**src/rtl/input_event_collector.sv**
```systemverilog
// Interrupt-driven Avalon-MM reader: on avl_irq, issues one zero-wait read of
// the {keys, switches} byte and queues it (optionally deduplicated) for a consumer.
module input_event_collector #(
  parameter int DEPTH = 16,
  parameter bit DEDUP = 1'b1
) (
  input  logic                     clk,
  input  logic                     reset_n,
  input  logic                     avl_irq,
  output logic                     avl_read,
  input  logic [7:0]               avl_readdata,
  output logic                     evt_valid,
  output logic [7:0]               evt_data,
  input  logic                     evt_ready,
  output logic [$clog2(DEPTH):0]   evt_count,
  output logic [7:0]               overflow_count
);

  localparam int AW = $clog2(DEPTH);
  localparam int CW = AW + 1;
  localparam logic [CW-1:0] FULL_CNT = CW'(DEPTH);

  typedef enum logic [1:0] {IDLE, READ, SETTLE} state_t;

  typedef struct packed {
    logic       push;
    logic [7:0] data;
  } cap_t;

  state_t          state;
  logic            have_last;
  logic [7:0]      last_val;
  logic [AW-1:0]   wr_ptr, rd_ptr;
  logic [7:0]      mem [DEPTH];

  cap_t            cap;
  logic            dup, pop, full, wr_en, ovf_inc;

  // avl_read is a registered decode of the next state, so it is high only in READ
  always_ff @(posedge clk or negedge reset_n) begin
    if (!reset_n) begin
      state    <= IDLE;
      avl_read <= 1'b0;
    end else begin
      case (state)
        IDLE: begin
          if (avl_irq) begin
            state    <= READ;
            avl_read <= 1'b1;
          end
        end
        READ: begin
          state    <= SETTLE;
          avl_read <= 1'b0;
        end
        default: begin
          state    <= IDLE;
          avl_read <= 1'b0;
        end
      endcase
    end
  end

  always_comb begin
    dup       = DEDUP && have_last && (avl_readdata == last_val);
    cap.push  = (state == READ) && !dup;
    cap.data  = avl_readdata;
    pop       = evt_valid && evt_ready;
    full      = (evt_count == FULL_CNT);
    // A push into a full FIFO is still accepted when the head leaves on the same edge
    wr_en     = cap.push && (!full || pop);
    ovf_inc   = cap.push && full && !pop;
  end

  always_ff @(posedge clk or negedge reset_n) begin
    if (!reset_n) begin
      have_last <= 1'b0;
      last_val  <= 8'h00;
    end else if (state == READ) begin
      have_last <= 1'b1;
      last_val  <= avl_readdata;
    end
  end

  always_ff @(posedge clk or negedge reset_n) begin
    if (!reset_n) begin
      wr_ptr         <= '0;
      rd_ptr         <= '0;
      evt_count      <= '0;
      overflow_count <= 8'h00;
    end else begin
      if (wr_en) wr_ptr <= wr_ptr + 1'b1;
      if (pop)   rd_ptr <= rd_ptr + 1'b1;
      case ({wr_en, pop})
        2'b10:   evt_count <= evt_count + 1'b1;
        2'b01:   evt_count <= evt_count - 1'b1;
        default: evt_count <= evt_count;
      endcase
      if (ovf_inc && overflow_count != 8'hFF)
        overflow_count <= overflow_count + 1'b1;
    end
  end

  always_ff @(posedge clk) begin
    if (wr_en) mem[wr_ptr] <= cap.data;
  end

  assign evt_valid = (evt_count != '0);
  assign evt_data  = mem[rd_ptr];

endmodule

```
**config.mk**
```make
export PLATFORM = sky130hd
export DESIGN_NAME = input_event_collector
export DESIGN_NICKNAME = d
export VERILOG_FILES = /design/src/rtl/input_event_collector.sv
export SDC_FILE = /design/constraint.sdc
export NUM_CORES = 1
export LEC_CHECK = 0
export ABC_AREA = 1
export CORE_MARGIN = 4
export CORE_UTILIZATION = 40
export DETAILED_ROUTE_END_ITERATION = 7
export GPL_TIMING_DRIVEN = 0
export SLEW_MARGIN = 20
export SYNTH_ARGS = -nofsm -noshare
export SYNTH_HDL_FRONTEND = slang
export SYNTH_SLANG_ARGS = --single-unit
```
**constraint.sdc**
```tcl
create_clock -name clk -period 6 [get_ports clk]
set_clock_uncertainty 0.15 [all_clocks]
set_input_delay 0.9 -clock clk [delete_from_list [all_inputs] [get_ports clk]]
set_output_delay 0.9 -clock clk [all_outputs]
set_load 0.01 [all_outputs]
```
After elaboration in Yosys (flattened, before gate mapping)

Memory sizes are Yosys's and may differ from the RTL's.
Cells that the tools add are included.

Bits in registers: 33
Memory bits (writable): 128
Input port bits: 12
Logic and storage cells: 42
Memories kept: 1

$add $sub $neg: 5
Equality and inequality tests: 7
Mux-type cells: 7
Reduce and logical (&&, ||, !) cells: 14

Memories:

| memory | words | width | read ports | clocked after memory_dff | wr ports | RTL line | source |
|---|---|---|---|---|---|---|---|
| mem    | 16    | 8     | 1          | 0                        | 1        | 34       | `logic [7:0] mem [DEPTH];` |

Operator list:

| cell                  | count |
|---|---|
| $pmux W5 S2           | 1 |
| $add A4 B1 Y4 const B | 2 |
| $add A8 B1 Y8 const B | 1 |
| $eq A8 B8 Y1          | 1 |
| $ne A8 B8 Y1 const B  | 1 |
| $logic_and A1 B1 Y1   | 7 |
| $add A5 B1 Y5 const B | 1 |
| $eq A5 B5 Y1 const B  | 1 |
| $reduce_bool A5 Y1    | 1 |
| $sub A5 B1 Y5 const B | 1 |
| $eq A2 B1 Y1 const B  | 2 |
| $mux W1               | 4 |
| $pmux W2 S2           | 1 |
| $logic_not A1 Y1      | 3 |
| $eq A2 B2 Y1 const B  | 1 |
| $logic_not A2 Y1      | 1 |
| $mux W2               | 1 |
| $ne A2 B2 Y1 const B  | 1 |
| $reduce_bool A2 Y1    | 1 |
| $logic_or A1 B1 Y1    | 1 |

Depth between registers and ports, before layout

Depth in word-level cells: 7
Mapped depth: 20
Depth with buffers taken out: 20

Worst setup path before layout

Ideal clock, no wire load.

Path kind: input to register
Start: in avl_readdata[7]
End: reg evt_count[4]
Setup time: 0.113 ns
Data arrival time: 2.508 ns
Required time: 5.737 ns
Path slack: 3.229 ns
Stages on the path: 17
Cell sequence: inv_1 > a21oi_1 > nand2_1 > nor2_1 > nand3_2 > nand2_4 > nand2_2 > inv_1 > ha_1 > nand2_1 > nor2_1 > a211oi_1 > nand2_1 > nand2_1 > nand3_1 > nand2_1 > inv_1

Longest elaborated chain between the ends: 7

RTL lines:

| what                                              | RTL line | source |
|---|---|---|
| start: declaration                                | 11       | `input logic [7:0] avl_readdata,` |
| $eq A8 B8 Y1 (*)                                  | 65       | `dup = DEDUP && have_last && (avl_readdata == last_val);` |
| $logic_and A1 B1 Y1 (*)                           | 65       |  |
| $logic_not A1 Y1 (*)                              | 66       | `cap.push = (state == READ) && !dup;` |
| $logic_and A1 B1 Y1 (*)                           | 66       |  |
| $logic_and A1 B1 Y1 (*)                           | 71       | `wr_en = cap.push && (!full \|\| pop);` |
| $eq A2 B1 Y1 or $eq A2 B2 Y1 (tied branches)      | 94       | `case ({wr_en, pop})` |
| $pmux W5 S2 or $reduce_bool A2 Y1 (tied branches) | --       |  |
| end signal: assignment                            | 95       | `2'b10: evt_count <= evt_count + 1'b1;` |
| end signal: assignment                            | 96       | `2'b01: evt_count <= evt_count - 1'b1;` |
| end signal: assignment                            | 97       | `default: evt_count <= evt_count;` |
| end: declaration                                  | 15       | `output logic [$clog2(DEPTH):0] evt_count,` |

Mark *: on every way between the ends. The rest lies on a longest branch, timed or not.
A chain may end at the register's enable or synchronous reset.

Worst setup path in the final report

Start: reg rd_ptr[1]
End: out evt_data[4]

Longest elaborated chain between the ends: 1

RTL lines:

| what                     | RTL line | source |
|---|---|---|
| start: declaration       | 33       | `logic [AW-1:0] wr_ptr, rd_ptr;` |
| start signal: assignment | 93       | `if (pop) rd_ptr <= rd_ptr + 1'b1;` |
| $mem_v2 Z16 W8           | --       |  |
| end: declaration         | 13       | `output logic [7:0] evt_data,` |

No other way between the ends.

==> metrics.txt <==
outcome=finished, final reports clean; DIE WIDTH=139 um; most common cell after layout, fill and taps aside=edfxtp_1; routed via count=4477; Num CTS Buffers=17; Antenna Cells=0; WS Path Type=reg -> out; fin nets=619; crit path max fanout=10; worst skew pair latency=0.43 ns; area of the multi-input gates=1940 sq um; drt initial violations=455; fill cell count=1436; CTS max path bufs=2; htree depth=4; power per cell area=458 nW/um^2; global placement routability congestion=0.902; fmax=251 MHz; Rows=47; HPWL Detailed=10500 um; Area contributors post-synth=edfxtp_1 56%, dfrtp_1 12%, nor2_1 4.1%, nand2_1 3.8%, mux2i_1 3.4%; most frequent cells in the layout=128 x edfxtp_1, 74 x nor2_1, 69 x nand2_1; clock transition at the registers of the reported paths=0.06 ns; die area=19200 sq um; Port Buffers=34; CTS Root Cell=clkbuf_16; # setup viols final=0; initial antenna violation count=0; GRT Util Overall=16.8%; RSZ-0062 raised after global routing=no; Initial Utilization=41.1%; Final min period=3.98 ns; total number of yosys warnings=0; cells along the critical path=buf_2, clkbuf_1, o21ai_0, o32ai_1, o211ai_1, nand2_1, clkdlybuf4s50_1; I/O pin count=35; crit-path max cell delay=0.55 ns; worst hold path class=in -> async; FF-to-FF path depth=10; hold buffers post-CTS=0; worst path bufs/invs=3; Sink Count=160; post-synthesis sequential area ratio=67.9%; core area=16600 sq um; Peak VDD IR=299 uV; fin worst setup slack=2.02 ns; Synth cell types=35; Worst slew margin=39.1%; Synth area leader=edfxtp_1; register area=4640 sq um; crit path DAT=2.93 ns; Final Hold Violating Endpoints=0; Post-Route WL=15800 um; post-CTS sizing=0; area grow syn2layout=17.6%; share of layout cells above drive strength 1=10.0%; Post-Syn Area per Cell=12.6 sq um; Setup WS pre-CTS=1.78 ns; required time of the worst setup path=4.95 ns; cell area after synthesis=6840 sq um; delay-heaviest family, CP=buffers and inverters; Critical Path Source Type=register; Max Slew Vio Count=0; end-of-flow core utilization=48.3%; leakage dissipation=0.00293 uW; Seq cells post-synth=160; Post-Syn Nets=565; first-pass GRT wire length=24400 um; WL per Instance=19.1 um; CTS tree=yes; WP depth=7; max-cap violations=0; CP max stage cell=clkdlybuf4s50_1; TritonRoute pass-1 iters=5; Synth top area share=56.2%; Overflow after GRT=0; via density per instance=5.39; Residual DRC=0; Final period util=66.3%; pin count of the biggest net entering global routing=20; post-CTS setup buffer count=0; die height=139 um; TNS Setup=0 ns; vias in the first global route=4417; CP Capture Type=output port; worst slew pin tran=0.911 ns; Detail Route Antenna Nets=0; Syn Inst Count=543
==> through the flow <==
step	area, sq um	hold WS, ns	instances	total power, uW
4_1_cts	8040	0.263	830	3690
3_3_place_gp	7450	0.286	797	2620
5_1_grt	8040	0.275	830	3880
3_5_place_dp	7470	0.299	798	2650
6_report	8040	0.259	830	3680
2_1_floorplan	6840	0.272	543	2150
==> worst register-to-register path, delay by kind of cell (launching register included) <==
family                 cells  cell delay, ns
flip-flops                 1            0.42
AND/OR/NAND/NOR            7            1.39
buffers and inverters      3            0.26
==> registers in the layout, indices dropped and copies added, names as in the netlist <==
register	count
have_last	1
last_val	8
overflow_count	8
state	2
evt_count	5
rd_ptr	4
mem	128
wr_ptr	4
==> where the power goes <==
part,total (uW),internal [uW],switching [uW]
logic,1270,466,799
registers,1380,1310,67.5
clock network,1040,610,432
==> final cells by class <==
| cell class | count | area share [%] |
|---|---|---|
| Multi-Input combinational cell | 322 | 24.1 |
| Timing Repair Buffer | 35 | 4.51 |
| Clock inverter | 14 | 1.71 |
| Tap cell | 220 | 3.42 |
| Clock buffer | 18 | 5.34 |
| Inverter | 37 | 1.76 |
| Buffer | 24 | 1.35 |
| Sequential cell | 160 | 57.8 |
==> cell families after synthesis <==
kind of cell	count (synthesis)	synth area share [%]
simple gates	176	11.5
flops	160	67.9
compound gates	95	9.32
buf+inv	61	3.66
mux	23	3.37
xor+xnor	18	2.31
fa+ha+maj	10	1.94
==> cell usage after synthesis <==
master,instances
a211oi_1,1
a21oi_1,4
buf_2,6
buf_4,1
buf_6,1
clkbuf_1,16
clkinv_1,3
dfrtp_1,32
edfxtp_1,128
fa_1,1
ha_1,9
inv_1,31
inv_2,2
inv_4,1
mux2i_1,23
nand2_1,69
nand2_2,3
nand2_4,3
nand3_1,14
nand3_2,1
nand4_1,3
nand4_4,1
nor2_1,74
nor2_2,2
nor2_8,2
nor3_1,3
nor3b_1,1
o211ai_1,7
o21ai_0,44
o21ai_2,7
o221ai_1,23
o22ai_1,2
o32ai_1,7
xnor2_1,5
xor2_1,13
==> final timing paths <==
check                                         startpoint                       to  slack (ns)
worst max-delay path               rd_ptr[1]$_DFFE_PN0P_              evt_data[4]        2.02
worst min-delay path                             reset_n    wr_ptr[2]$_DFFE_PN0P_        0.26
worst max register to register  evt_count[0]$_DFFE_PN0P_      mem[8][4]$_DFFE_PP_        3.41
worst min register to register      state[0]$_DFFE_PN0P_     state[0]$_DFFE_PN0P_        0.31
max in group asynchronous                        reset_n  last_val[6]$_DFFE_PN0N_        5.00
min in group clk                    state[0]$_DFFE_PN0P_     state[0]$_DFFE_PN0P_        0.31
==> per-layer routing <==
layer	global-route usage [%]	vias up	routed length (um)
li1	-	2060	-
met1	22.2	2190	7020
met2	25.8	179	7260
met3	4.14	48	906
met4	8.96	0	649
met5	0	-	0
Note: power is estimated with default switching activity, not from simulation.
